$ cat config.mk
export PLATFORM = sky130hd
export DESIGN_NAME = irq_ctrl_n
export DESIGN_NICKNAME = d
export VERILOG_FILES = /design/src/rtl/irq_ctrl_n.sv
export SDC_FILE = /design/constraint.sdc
export NUM_CORES = 1
export LEC_CHECK = 0
export ABC_AREA = 1
export BUFFER_PORTS_ARGS = -buffer_cell sky130_fd_sc_hd__buf_2
export CAP_MARGIN = 15
export CORE_ASPECT_RATIO = 0.75
export CORE_MARGIN = 5
export CORE_UTILIZATION = 47
export CTS_BUF_LIST = sky130_fd_sc_hd__clkbuf_8 sky130_fd_sc_hd__clkbuf_16
export DETAILED_ROUTE_END_ITERATION = 8
export PLACE_DENSITY_LB_ADDON = 0.3
export SKIP_LAST_GASP = 1
export SLEW_MARGIN = 20
export SYNTH_ARGS = -nofsm -noshare
export SYNTH_HDL_FRONTEND = slang
export SYNTH_SLANG_ARGS = --single-unit
export TNS_END_PERCENT = 50
$ cat constraint.sdc
create_clock -name clk_i -period 1.3 [get_ports clk_i]
set_input_delay 0.195 -clock clk_i [delete_from_list [all_inputs] [get_ports clk_i]]
set_output_delay 0.195 -clock clk_i [all_outputs]
set_load 0.02 [all_outputs]
$ cat src/rtl/irq_ctrl_n.sv
// -----------------------------------------------------------------------------
// irq_ctrl_n -- external/device interrupt controller on the AVR 6-bit I/O bus.
//
// Register map (relative to BASE_ADR):
//   +0  MSK   pin interrupt enables          [PIN_IRQS-1:0]
//   +1  FLG   sticky pin flags (write-1-to-clear; level pins read ~pin)
//   +2  MODE  2-bit sense mode per pin       [2*PIN_IRQS-1:0]
//   +3  DMSK  device line enables            [DEV_IRQS-1:0]
//             (present only when IRQ_CTRL_DEV_MASK_EN is defined)
//
// Sense modes: 00 low level, 01 any change, 10 falling, 11 rising.
// Pins pass through a two-flop synchroniser and a previous-sample stage.
// Edge detection compares the last two synchronised samples. A short
// warm-up counter after reset keeps the first 0->1 transition of the
// synchronisers from being taken as a real edge.
//
// Optional feature macro: IRQ_CTRL_DEV_MASK_EN (device mask register).
// -----------------------------------------------------------------------------
module irq_ctrl_n #(
    parameter int         PIN_IRQS = 2,       // 1..4
    parameter int         DEV_IRQS = 3,       // 1..8
    parameter logic [5:0] BASE_ADR = 6'h38
) (
    input  logic                         clk_i,
    input  logic                         rst_i,       // async, active low
    input  logic                         ena_i,
    input  logic [5:0]                   adr_i,
    input  logic [7:0]                   data_i,
    output logic [7:0]                   data_o,
    input  logic                         re_i,
    input  logic                         we_i,
    output logic                         selected_o,
    input  logic [PIN_IRQS-1:0]          pin_irq_i,
    input  logic [DEV_IRQS-1:0]          dev_irq_i,
    input  logic [PIN_IRQS-1:0]          irq_ack_i,
    output logic [PIN_IRQS+DEV_IRQS-1:0] ext_irq_o
);

    // -------------------------------------------------------------------------
    // Address map and sense-mode encoding
    // -------------------------------------------------------------------------
    localparam logic [5:0] MSK_ADR  = BASE_ADR;
    localparam logic [5:0] FLG_ADR  = BASE_ADR + 6'd1;
    localparam logic [5:0] MODE_ADR = BASE_ADR + 6'd2;
`ifdef IRQ_CTRL_DEV_MASK_EN
    localparam logic [5:0] DMSK_ADR = BASE_ADR + 6'd3;
`endif

    typedef enum logic [1:0] {
        SENSE_LOW  = 2'b00,
        SENSE_ANY  = 2'b01,
        SENSE_FALL = 2'b10,
        SENSE_RISE = 2'b11
    } sense_e;

    // -------------------------------------------------------------------------
    // State
    // -------------------------------------------------------------------------
    logic [PIN_IRQS-1:0]   pin_s1;
    logic [PIN_IRQS-1:0]   pin_s2;
    logic [PIN_IRQS-1:0]   pin_prev;
    logic [1:0]            warm_cnt;

    logic [PIN_IRQS-1:0]   msk_q;
    logic [PIN_IRQS-1:0]   flg_q;
    logic [2*PIN_IRQS-1:0] mode_q;
    logic [DEV_IRQS-1:0]   dmsk;

    // -------------------------------------------------------------------------
    // Bus decode
    // -------------------------------------------------------------------------
    logic wr_en;
    logic msk_hit;
    logic flg_hit;
    logic mode_hit;
    logic dmsk_hit;
    logic any_hit;

    assign wr_en    = we_i & ena_i;
    assign msk_hit  = (adr_i == MSK_ADR);
    assign flg_hit  = (adr_i == FLG_ADR);
    assign mode_hit = (adr_i == MODE_ADR);
`ifdef IRQ_CTRL_DEV_MASK_EN
    assign dmsk_hit = (adr_i == DMSK_ADR);
`else
    assign dmsk_hit = 1'b0;
`endif
    assign any_hit  = msk_hit | flg_hit | mode_hit | dmsk_hit;

    // Write data above the implemented register widths is intentionally dropped.
    logic data_unused;
    assign data_unused = &{1'b0, data_i};

    // -------------------------------------------------------------------------
    // Pin synchroniser and edge history; free-running, independent of ena_i
    // -------------------------------------------------------------------------
    always_ff @(posedge clk_i or negedge rst_i) begin
        if (!rst_i) begin
            pin_s1   <= '0;
            pin_s2   <= '0;
            pin_prev <= '0;
        end else begin
            // NOTE: non-blocking assignments make the three stages shift by
            // exactly one flop per clock regardless of statement order.
            pin_s1   <= pin_irq_i;
            pin_s2   <= pin_s1;
            pin_prev <= pin_s2;
        end
    end

    // Warm-up counter: saturates at 3, edge flags are blocked until then
    always_ff @(posedge clk_i or negedge rst_i) begin
        if (!rst_i) begin
            warm_cnt <= 2'd0;
        end else if (warm_cnt != 2'd3) begin
            warm_cnt <= warm_cnt + 2'd1;
        end
    end

    logic warm_done;
    assign warm_done = (warm_cnt == 2'd3);

    // -------------------------------------------------------------------------
    // Per-pin sense logic: flag next-state, readable flag view, pin request
    // -------------------------------------------------------------------------
    logic [PIN_IRQS-1:0] level_mode;
    logic [PIN_IRQS-1:0] edge_hit;
    logic [PIN_IRQS-1:0] flg_set;
    logic [PIN_IRQS-1:0] flg_clr;
    logic [PIN_IRQS-1:0] flg_next;
    logic [PIN_IRQS-1:0] flg_view;
    logic [PIN_IRQS-1:0] pin_req;

    // Decode sense mode per pin and form flag update (set beats clear)
    always_comb begin
        // NOTE: every output of this block gets a default first, so no path
        // through the loop or case can leave a value held (no latch).
        level_mode = '0;
        edge_hit   = '0;
        flg_set    = '0;
        flg_clr    = irq_ack_i | ((wr_en && flg_hit) ? data_i[PIN_IRQS-1:0] : '0);
        flg_next   = '0;
        flg_view   = '0;
        pin_req    = '0;
        for (int i = 0; i < PIN_IRQS; i++) begin
            case (sense_e'(mode_q[2*i +: 2]))
                SENSE_LOW:  level_mode[i] = 1'b1;
                SENSE_ANY:  edge_hit[i]   = pin_s2[i] ^ pin_prev[i];
                SENSE_FALL: edge_hit[i]   = pin_prev[i] & ~pin_s2[i];
                SENSE_RISE: edge_hit[i]   = ~pin_prev[i] & pin_s2[i];
                default:    edge_hit[i]   = 1'b0;
            endcase

            flg_set[i] = edge_hit[i] & warm_done;

            if (level_mode[i]) begin
                // Level pins keep no sticky state; the live pin is the request.
                flg_next[i] = 1'b0;
                flg_view[i] = ~pin_s2[i];
            end else begin
                flg_next[i] = flg_set[i] | (flg_q[i] & ~flg_clr[i]);
                flg_view[i] = flg_q[i];
            end

            pin_req[i] = msk_q[i] & flg_view[i];
        end
    end

    // -------------------------------------------------------------------------
    // Control registers: MSK, MODE, FLG
    // -------------------------------------------------------------------------
    // Bus writes to MSK/MODE and per-clock flag update
    always_ff @(posedge clk_i or negedge rst_i) begin
        if (!rst_i) begin
            // NOTE: every control register has a defined reset value; there is
            // no storage array here that could be left unreset.
            msk_q  <= '0;
            mode_q <= '0;
            flg_q  <= '0;
        end else begin
            if (wr_en && msk_hit) begin
                msk_q <= data_i[PIN_IRQS-1:0];
            end
            if (wr_en && mode_hit) begin
                mode_q <= data_i[2*PIN_IRQS-1:0];
            end
            flg_q <= flg_next;
        end
    end

`ifdef IRQ_CTRL_DEV_MASK_EN
    // Device mask register, resets to all lines enabled
    always_ff @(posedge clk_i or negedge rst_i) begin
        if (!rst_i) begin
            dmsk <= '1;
        end else if (wr_en && dmsk_hit) begin
            dmsk <= data_i[DEV_IRQS-1:0];
        end
    end
`else
    assign dmsk = '1;
`endif

    // -------------------------------------------------------------------------
    // Read mux and bus outputs
    // -------------------------------------------------------------------------
    logic [7:0] rd_data;

    // Select the addressed register, zero-extended to the bus width
    always_comb begin
        rd_data = 8'h00;
        case (adr_i)
            MSK_ADR:  rd_data = 8'(msk_q);
            FLG_ADR:  rd_data = 8'(flg_view);
            MODE_ADR: rd_data = 8'(mode_q);
`ifdef IRQ_CTRL_DEV_MASK_EN
            DMSK_ADR: rd_data = 8'(dmsk);
`endif
            default:  rd_data = 8'h00;
        endcase
    end

    // Outputs are forced low for the whole time reset is held, which covers
    // the level-mode pins whose reset-state synchronisers read as "low".
    assign data_o     = (rst_i && re_i && any_hit) ? rd_data : 8'h00;
    assign selected_o = rst_i & (re_i | we_i) & any_hit;
    assign ext_irq_o  = rst_i ? {dev_irq_i & dmsk, pin_req} : '0;

endmodule

==> impl_metrics.toml, run 1 <==
[finish]
num-fill-cells = 165
drive_above_1_share_pct = 39.9
postLayoutCoreUtil_pct = 68.9
finalInstanceArea_um2 = 1400
antenna-diode-count = 0
syn_to_final_growth_pct = 38.5
nets = 216

[synthesis]
yosys.area.top_type = "sky130_fd_sc_hd__dfrtp_1"
synth.avg_cell_area_um2 = 7.54
yosys.cell_types.count = 19
synth_commonest_cells = "sky130_fd_sc_hd__nand2_1 (29), sky130_fd_sc_hd__inv_1 (24), sky130_fd_sc_hd__dfrtp_1 (16)"
yosys_most_used_dff = "sky130_fd_sc_hd__dfrtp_1"
netlist_instances = 134
synth-seq-area-share_pct = 39.6
yosys_warnings = 0
yosysMostFrequentCell = "sky130_fd_sc_hd__nand2_1"
synth.cell_area_um2 = 1010
async_flop_share_pct = 100
postSynthRegisterBits = 16
number_of_enable_flip_flop_cells_after_synthesis = 0
synth_top_area_share_pct = 39.6
post_synth_main_area_contributors = "sky130_fd_sc_hd__dfrtp_1 (40%), sky130_fd_sc_hd__nand2_1 (11%), sky130_fd_sc_hd__inv_1 (8.9%), sky130_fd_sc_hd__ha_1 (6.2%), sky130_fd_sc_hd__nor2_1 (5.6%)"

[critical_path]
rr_startpoint = "mode_q[3]$_DFFE_PN0P_"
sort_of_element_at_the_end_of_the_critical_path = "primary output"
crit_path_start_kind = "register"
critical_path.slowest_cell = "sky130_fd_sc_hd__dfrtp_1"
r2r_end = "flg_q[1]$_DFF_PN0_"
cp.arrival_ns = 1.35
required_time_of_the_worst_setup_path_ns = 1.11
crit_path_max_incr_delay_ns = 0.40
path_cells = "nor2_4 > buf_6 > o21ai_4 > nand2_1 > nand3_1 > nand2_1 > inv_2 > buf_6"
r2r.worst_path.cells = 8
critical_path.startpoint = "mode_q[2]$_DFFE_PN0P_"
timing.reg2reg.setup_slack_ns = -0.01
capturing_instance_or_port_of_the_critical_path = "data_o[1]"
path_max_fanout = 3
crit_type = "register to primary output"

[global_routing]
grtUsageTotal_pct = 15.7
grt_pass1_wl_mm = 3.93
antenna_found_initial = 0
grt.overflow.total = 0
grt_pass1_vias = 945
maximum_number_of_pins_on_one_net_before_global_route_repair = 17

[route]
wire_per_inst_um = 11.7
vias = 1000
final_antenna_net_count = 0
detail_route.wirelength_mm = 2.42
drtIter0Drc = 34
detail_route.drc_violations = 0
avgViaCountPerCell = 4.83
detail_route.first_pass.iterations = 5

[timing]
number_of_max_slew_violations_in_the_final_report = 0
grt_setup_unrepaired = "yes"
max_freq_mhz = 648
share_of_the_cycle_needed_by_the_critical_path_after_routing_pct = 119
final.setup.worst_slack_ns = -0.243
layout_min_cycle_time_ns = 1.54
fin_worst_hold_slack_ns = -0.0102
final.setup.tns_ns = -0.958
hold_viol_final = 16
finalSetupViolations = 7
finalClockSkew_ns = 0.00344

[placed_design]
placed_area_um2 = 1260
port_buffers = 31
gp_congestion = 0.838
post-dp-hpwl_mm = 1.87
pre_cts_ws_ns = -0.0645

[clock_tree]
clock_tree_from_tritoncts = "yes"
clk_pin_slew_ns = 0.06
cts.root.buffer_cell = "sky130_fd_sc_hd__clkbuf_8"
clock_sink_count = 16
clock_path_buffers = 2
htree_levels = 1
worstSkewPairLatency_ns = 0.24
tritoncts.num_buffers = 3

[floorplan]
io_pins = 40
site_row_count = 14
die_boundary_width_um = 63.6
overall_die_area_um2 = 3190
start_util_pct = 49.8
fp.dieH_um = 50.2
placeableCoreArea_um2 = 2030

[power_and_ir_drop]
power.ir.vdd_worst_v = 0.000642
total_leakage_power_uw = 0.000807
p_per_area_nw_per_um2 = 851
totalPowerFinal_uw = 1190

[worst_hold_path]
hold_class = "input port to asynchronous set/reset pin"

[flow_run]
maxCapViolCount = 0

[run_status]
violated_checks = "negative hold slack, negative setup slack"
outcome = "finished, violations left"
## worst max-delay path: cells and delay by family, from the launching register on
kind,cells,cell delay [ns]
AND/OR/NAND/NOR,4,0.37
flip-flops,1,0.40
AO/OA/AOI/OAI,1,0.05
buffers and inverters,3,0.29
## timing repair
action,CTS,global route
setup endpoints to repair,6,6
hold buffers,0,0
pin swaps,5,3
gates resized for setup,11,9
buffers inserted,3,2
## kinds of logic after synthesis
family          Yosys count  share of synthesized area [%]
compound gates           14                           8.04
xor+xnor                  1                          0.866
fa+ha+maj                 5                           6.19
buf+inv                  29                           12.3
flops                    16                           39.6
other cells               1                          0.371
simple gates             68                           32.7
## layer usage
metal  routed length, um  track usage [%]
met5                   0                0
met4                  89             6.92
met3                 209             5.58
met2                1170             26.5
met1                 947             18.0
## worst min-delay path by stage
stage | from | slack (ns) | end | cells after the start
floorplan | rst_i | -0.10 | flg_q[0]$_DFF_PN0_ | 0
global placement | rst_i | 0.25 | pin_s2[1]$_DFF_PN0_ | 2
detailed placement | rst_i | 0.26 | pin_s2[1]$_DFF_PN0_ | 2
CTS | rst_i | 0.0003 | pin_prev[1]$_DFF_PN0_ | 2
global route | rst_i | 0.03 | pin_s2[1]$_DFF_PN0_ | 2
finish | rst_i | -0.01 | pin_s2[1]$_DFF_PN0_ | 2
## where the power goes
part           switching [uW]  internal, uW  total [uW]
clock network             150           205         355
logic                     158           133         292
registers                20.4           525         545
total                     328           863        1190
## cell usage in the layout, fill, tap and decap left out
| master | Yosys | layout |
|---|---|---|
| sky130_fd_sc_hd__a21oi_1 | 4 | 4 |
| sky130_fd_sc_hd__buf_2 | 0 | 27 |
| sky130_fd_sc_hd__buf_4 | 4 | 17 |
| sky130_fd_sc_hd__buf_6 | 0 | 3 |
| sky130_fd_sc_hd__clkbuf_8 | 0 | 3 |
| sky130_fd_sc_hd__conb_1 | 1 | 4 |
| sky130_fd_sc_hd__dfrtp_1 | 16 | 16 |
| sky130_fd_sc_hd__ha_1 | 5 | 5 |
| sky130_fd_sc_hd__inv_1 | 24 | 23 |
| sky130_fd_sc_hd__inv_2 | 1 | 2 |
| sky130_fd_sc_hd__nand2_1 | 29 | 27 |
| sky130_fd_sc_hd__nand2_2 | 4 | 6 |
| sky130_fd_sc_hd__nand2_4 | 2 | 2 |
| sky130_fd_sc_hd__nand3_1 | 11 | 10 |
| sky130_fd_sc_hd__nand3_2 | 0 | 1 |
| sky130_fd_sc_hd__nand4_1 | 2 | 2 |
| sky130_fd_sc_hd__nor2_1 | 15 | 13 |
| sky130_fd_sc_hd__nor2_2 | 3 | 3 |
| sky130_fd_sc_hd__nor2_4 | 1 | 3 |
| sky130_fd_sc_hd__nor2_8 | 1 | 1 |
| sky130_fd_sc_hd__o21ai_0 | 7 | 5 |
| sky130_fd_sc_hd__o21ai_2 | 3 | 4 |
| sky130_fd_sc_hd__o21ai_4 | 0 | 1 |
| sky130_fd_sc_hd__xnor2_1 | 1 | 1 |
## layout make-up
| class | instances | area, um2 | share of cell area, % |
|---|---|---|---|
| well taps | 24 | 30.0 | 2.14 |
| multi-input cells | 92 | 538 | 38.4 |
| repair buffers | 47 | 297 | 21.2 |
| inverters | 25 | 93.8 | 6.70 |
| flip-flops and latches | 16 | 400 | 28.6 |
| clock buffers | 3 | 41.3 | 2.95 |
## metrics by stage
stage	hold WS [ns]	cells
floorplan	-0.101	137
global placement	0.252	199
detailed placement	0.264	199
CTS	0.000269	205
global route	0.0272	207
finish	-0.0102	207
## sequential cells by signal (all words and copies together), names as in the netlist
| register | flops |
|---|---|
| mode_q | 4 |
| flg_q | 2 |
| msk_q | 2 |
| pin_prev | 2 |
| pin_s1 | 2 |
| pin_s2 | 2 |
| warm_cnt | 2 |
Note: power is estimated with default switching activity, not from simulation.
==> inputs of run 2 (changes only) <==
CAP_MARGIN = default   (was 15)
GPL_TIMING_DRIVEN = 1   (was default)
RECOVER_POWER = 100   (was default)
==> impl_metrics.toml, run 2 (synthesized netlist as in run 1, its figures left out) <==
[floorplan]
site_row_count = 14
placeableCoreArea_um2 = 2030
die_boundary_width_um = 63.6
fp.dieH_um = 50.2
io_pins = 40
start_util_pct = 49.8
overall_die_area_um2 = 3190

[power_and_ir_drop]
internal-power_uw = 859
total_leakage_power_uw = 0.000777
pwr-share-clk_pct = 29.9
power.ir.vdd_worst_v = 0.000641
seqPwrFrac_pct = 46.0
comb_power_share_pct = 24.1
netSwitchingFraction_pct = 27.5
totalPowerFinal_uw = 1180
switchingPower_uw = 326
p_per_area_nw_per_um2 = 861

[global_routing]
grt.overflow.total = 0
grt_pass1_vias = 945
grt_pass1_wl_mm = 3.93
grtUsageTotal_pct = 15.7
maximum_number_of_pins_on_one_net_before_global_route_repair = 17
antenna_found_initial = 0

[clock_tree]
clk_pin_slew_ns = 0.06
tritoncts.num_buffers = 3
cts.root.buffer_cell = "sky130_fd_sc_hd__clkbuf_8"
worstSkewPairLatency_ns = 0.24
clock_sink_count = 16
htree_levels = 1
clock_tree_from_tritoncts = "yes"
clock_path_buffers = 2

[timing]
final.setup.worst_slack_ns = -0.238
grt_setup_unrepaired = "yes"
tightestPinTransition_ns = 0.831
finalClockSkew_ns = 0.00356
finalSetupViolations = 7
share_of_the_cycle_needed_by_the_critical_path_after_routing_pct = 118
hold_viol_final = 0
worst_slew_margin_rel_pct = 44.6
max_freq_mhz = 650
layout_min_cycle_time_ns = 1.54
number_of_max_slew_violations_in_the_final_report = 0
final.setup.tns_ns = -1.13

[run_status]
outcome = "finished, violations left"
violated_checks = "negative setup slack"

[finish]
drive_above_1_share_pct = 36.1
finalInstanceArea_um2 = 1380
num-fill-cells = 174
most_flops_register = "mode_q"
layout.cells.most_common = "sky130_fd_sc_hd__nand2_1"
nets = 216
postLayoutCoreUtil_pct = 67.7
antenna-diode-count = 0
layout.cells.most_common_list = "sky130_fd_sc_hd__nand2_1 (28), sky130_fd_sc_hd__inv_1 (23), sky130_fd_sc_hd__buf_2 (23)"
largest_register_ffs = 4
syn_to_final_growth_pct = 36.1

[route]
vias = 993
detail_route.first_pass.iterations = 5
detail_route.drc_violations = 0
detail_route.wirelength_mm = 2.43
avgViaCountPerCell = 4.80
final_antenna_net_count = 0
wire_per_inst_um = 11.8
drtIter0Drc = 34

[critical_path]
path_cells = "nor2_4 > buf_6 > o21ai_4 > nand2_1 > nand3_1 > nand2_1 > inv_2 > buf_6"
timing.reg2reg.setup_slack_ns = -0.01
r2r.worst_path.cells = 8
crit_path_max_incr_delay_ns = 0.40
path_max_fanout = 3
cp.arrival_ns = 1.34
buf_inv_stages_crit_path = 3
cp_top_family = "flip-flops"
crit_type = "register to primary output"
sort_of_element_at_the_end_of_the_critical_path = "primary output"
required_time_of_the_worst_setup_path_ns = 1.11
crit_path_start_kind = "register"
critical_path.slowest_cell = "sky130_fd_sc_hd__dfrtp_1"
worst-path-stages = 8

[placed_design]
port_buffers = 31
post-dp-hpwl_mm = 1.87
placed_area_um2 = 1260
pre_cts_ws_ns = -0.0645
gp_congestion = 0.838

[worst_hold_path]
timing.hold.worst_path_depth = 1
hold_class = "input port to register"

[flow_run]
maxCapViolCount = 0
[run 2: area by class of cell]
cell class	count	area (um2)	area share (%)
Tap cell	24	30.0	2.18
Clock buffer	3	41.3	3.00
Timing Repair Buffer	47	288	20.9
Sequential cell	16	400	29.1
Multi-Input combinational cell	92	523	38.0
Inverter	25	93.8	6.82
[run 2: power by group through the flow]
stage | clock network [uW] | registers (uW) | logic (uW)
finish | 355 | 545 | 285
detailed placement | 0 | 548 | 235
global placement | 0 | 546 | 227
global route | 397 | 548 | 319
floorplan | 0 | 550 | 124
CTS | 371 | 540 | 261
[run 2: worst reg2reg max path: cells and delay by family, from the launching register on]
family                 cells  cell delay [ns]
AOI/OAI and AO/OA          3             0.28
DFF                        1             0.41
and+or+nand+nor            1             0.10
buffers and inverters      4             0.46
[run 2: final timing paths]
path	start	end
min reg2reg	pin_s1[1]$_DFF_PN0_	pin_s2[1]$_DFF_PN0_
max	mode_q[2]$_DFFE_PN0P_	data_o[1]
min	pin_irq_i[1]	pin_s1[1]$_DFF_PN0_
max in group asynchronous	rst_i	msk_q[0]$_DFFE_PN0P_
min in group asynchronous	rst_i	pin_s2[1]$_DFF_PN0_
max reg2reg	mode_q[3]$_DFFE_PN0P_	flg_q[1]$_DFF_PN0_
[run 2: per-stage QoR]
| step | cells | hold slack [ns] |
|---|---|---|
| after floorplan | 137 | -0.101 |
| after global placement | 199 | 0.252 |
| after detailed placement | 199 | 0.264 |
| after CTS | 205 | 0.000269 |
| after global routing | 207 | 0.0422 |
| final | 207 | 0.0533 |
[run 2: what timing repair did]
item,CTS,global route
pin swaps,5,3
gates cloned,0,0
gates resized for setup,11,9
endpoints found under the setup margin,6,6
buffers inserted,3,2
hold buffers,0,0
[run 2: layer usage]
layer,GRT usage [%],up-vias,part of all wire (%)
met4,6.92,0,3.7
met2,26.5,33,48
met1,18.0,450,40
li1,-,500,-
met5,0,-,0
met3,5.58,10,8.4
==> inputs of run 3 (changes only) <==
SKIP_LAST_GASP = default   (was 1)
==> impl_metrics.toml, run 3 (synthesized netlist as in run 1, its figures left out) <==
[run_status]
outcome = "finished, violations left"
violated_checks = "negative setup slack"

[route]
vias = 1007
avgViaCountPerCell = 4.86
wl_met2_mm = 1.26
detail_route.wirelength_mm = 2.50
detail_route.drc_violations = 0
final_antenna_net_count = 0
wire_per_inst_um = 12.1
drtIter0Drc = 58
detailroute.wirelength.met3_um = 234
maxUsedRoutingLayer = "met4"
met1_layer_wirelength_in_the_final_routing_um = 973
detail_route.first_pass.iterations = 5

[placed_design]
placed_cells_incl_taps = 199
port_buffers = 31
pre_cts_ws_ns = -0.0645
gp_congestion = 0.838
post-dp-hpwl_mm = 1.87

[worst_hold_path]
hold_class = "input port to register"
worst_hold_startpoint = "pin_irq_i[1]"
timing.hold.worst_path_depth = 1
worst_hold_path.endpoint = "pin_s1[1]$_DFF_PN0_"

[floorplan]
site_row_count = 14
io_pins = 40
start_util_pct = 49.8
placeableCoreArea_um2 = 2030
fp.dieH_um = 50.2
die_boundary_width_um = 63.6
overall_die_area_um2 = 3190

[critical_path]
timing.reg2reg.setup_slack_ns = 0.02
cp.arrival_ns = 1.35
path_cells = "nor2_4 > buf_6 > o21ai_4 > nand2_1 > nand3_1 > nand2_1 > inv_2 > buf_6"
buf_inv_stages_crit_path = 3
critical_path.slowest_cell = "sky130_fd_sc_hd__dfrtp_1"
required_time_of_the_worst_setup_path_ns = 1.11
r2r.worst_path.cells = 8
path_max_fanout = 3
crit_path_start_kind = "register"
rr_startpoint = "mode_q[3]$_DFFE_PN0P_"
crit_type = "register to primary output"
cp_top_family = "flip-flops"
crit_path_max_incr_delay_ns = 0.40
r2r_end = "flg_q[1]$_DFF_PN0_"
sort_of_element_at_the_end_of_the_critical_path = "primary output"

[timing]
tightestPinTransition_ns = 0.829
finalSetupViolations = 6
hold_viol_final = 0
finalClockSkew_ns = 0.00356
grt_setup_unrepaired = "yes"
max_freq_mhz = 645
share_of_the_cycle_needed_by_the_critical_path_after_routing_pct = 119
final.setup.worst_slack_ns = -0.249
worst_slew_margin_rel_pct = 44.7
layout_min_cycle_time_ns = 1.55
final.setup.tns_ns = -1.19
number_of_max_slew_violations_in_the_final_report = 0

[finish]
antenna-diode-count = 0
ff_latch_area_um2 = 400
nets = 216
largest_register_ffs = 4
syn_to_final_growth_pct = 36.0
most_flops_register = "mode_q"
multiInputGateArea_um2 = 512
layout.cells.most_common_list = "sky130_fd_sc_hd__nand2_1 (27), sky130_fd_sc_hd__inv_1 (23), sky130_fd_sc_hd__buf_2 (22)"
layout.cells.most_common = "sky130_fd_sc_hd__nand2_1"
num-fill-cells = 175
finish.cell_count_without_fillers = 207
drive_above_1_share_pct = 36.6

[global_routing]
grt.overflow.total = 0
antenna_found_initial = 0
grt_pass1_vias = 951
grt_pass1_wl_mm = 3.96
grtUsageTotal_pct = 15.8
maximum_number_of_pins_on_one_net_before_global_route_repair = 17

[clock_tree]
tritoncts.num_buffers = 3
worstSkewPairLatency_ns = 0.25
clock_path_buffers = 2
clk_pin_slew_ns = 0.06
htree_levels = 1
hold_buffers = 0
clock_tree_from_tritoncts = "yes"
cts.root.buffer_cell = "sky130_fd_sc_hd__clkbuf_8"
clock_sink_count = 16

[power_and_ir_drop]
p_per_area_nw_per_um2 = 865
power.ir.vdd_worst_v = 0.000643
total_leakage_power_uw = 0.000764

[flow_run]
maxCapViolCount = 0
==> run 3: per-layer routing <==
layer / global-route usage [%] / vias up
met2: 27.0 / 43
li1: - / 501
met1: 17.9 / 459
met3: 5.58 / 4
met5: 0 / -
met4: 6.92 / 0
==> run 3: repair_timing <==
item / 4_1_cts / 5_1_grt
buffers inserted: 3 / 2
pin swaps: 5 / 4
gates resized for setup: 12 / 13
setup endpoints to repair: 6 / 6
==> run 3: cell type report <==
cell class,count,area share (%)
flip-flops and latches,16,29.1
well taps,24,2.18
inverters,25,6.82
multi-input cells,92,37.2
clock buffers,3,3.00
repair buffers,47,21.7
==> run 3: worst max-delay path by stage <==
stage	from	endpoint	slack (ns)	cells past startpoint
after floorplan	mode_q[1]$_DFFE_PN0P_	ext_irq_o[0]	0.03	5
after global placement	mode_q[2]$_DFFE_PN0P_	data_o[1]	-0.01	8
after detailed placement	mode_q[2]$_DFFE_PN0P_	data_o[1]	-0.06	8
after CTS	mode_q[0]$_DFFE_PN0P_	data_o[0]	-0.21	8
after global routing	mode_q[2]$_DFFE_PN0P_	data_o[1]	-0.37	8
final	mode_q[2]$_DFFE_PN0P_	data_o[1]	-0.25	8
==> run 3: power breakdown <==
group          leakage, uW  switching (uW)  internal (uW)
Sequential        0.000197            20.2            525
Combinational     0.000545             156            132
Clock            0.0000216             151            205
==> run 3: stage by stage <==
stage	hold slack, ns	total power [uW]	cell area [um2]	utilization, %
after floorplan	-0.101	674	1020	-
after global placement	0.252	773	1260	62.0
after detailed placement	0.264	782	1260	62.0
after CTS	0.000269	1170	1350	66.6
after global routing	0.0422	1270	1380	67.7
final	0.0523	1190	1380	67.7
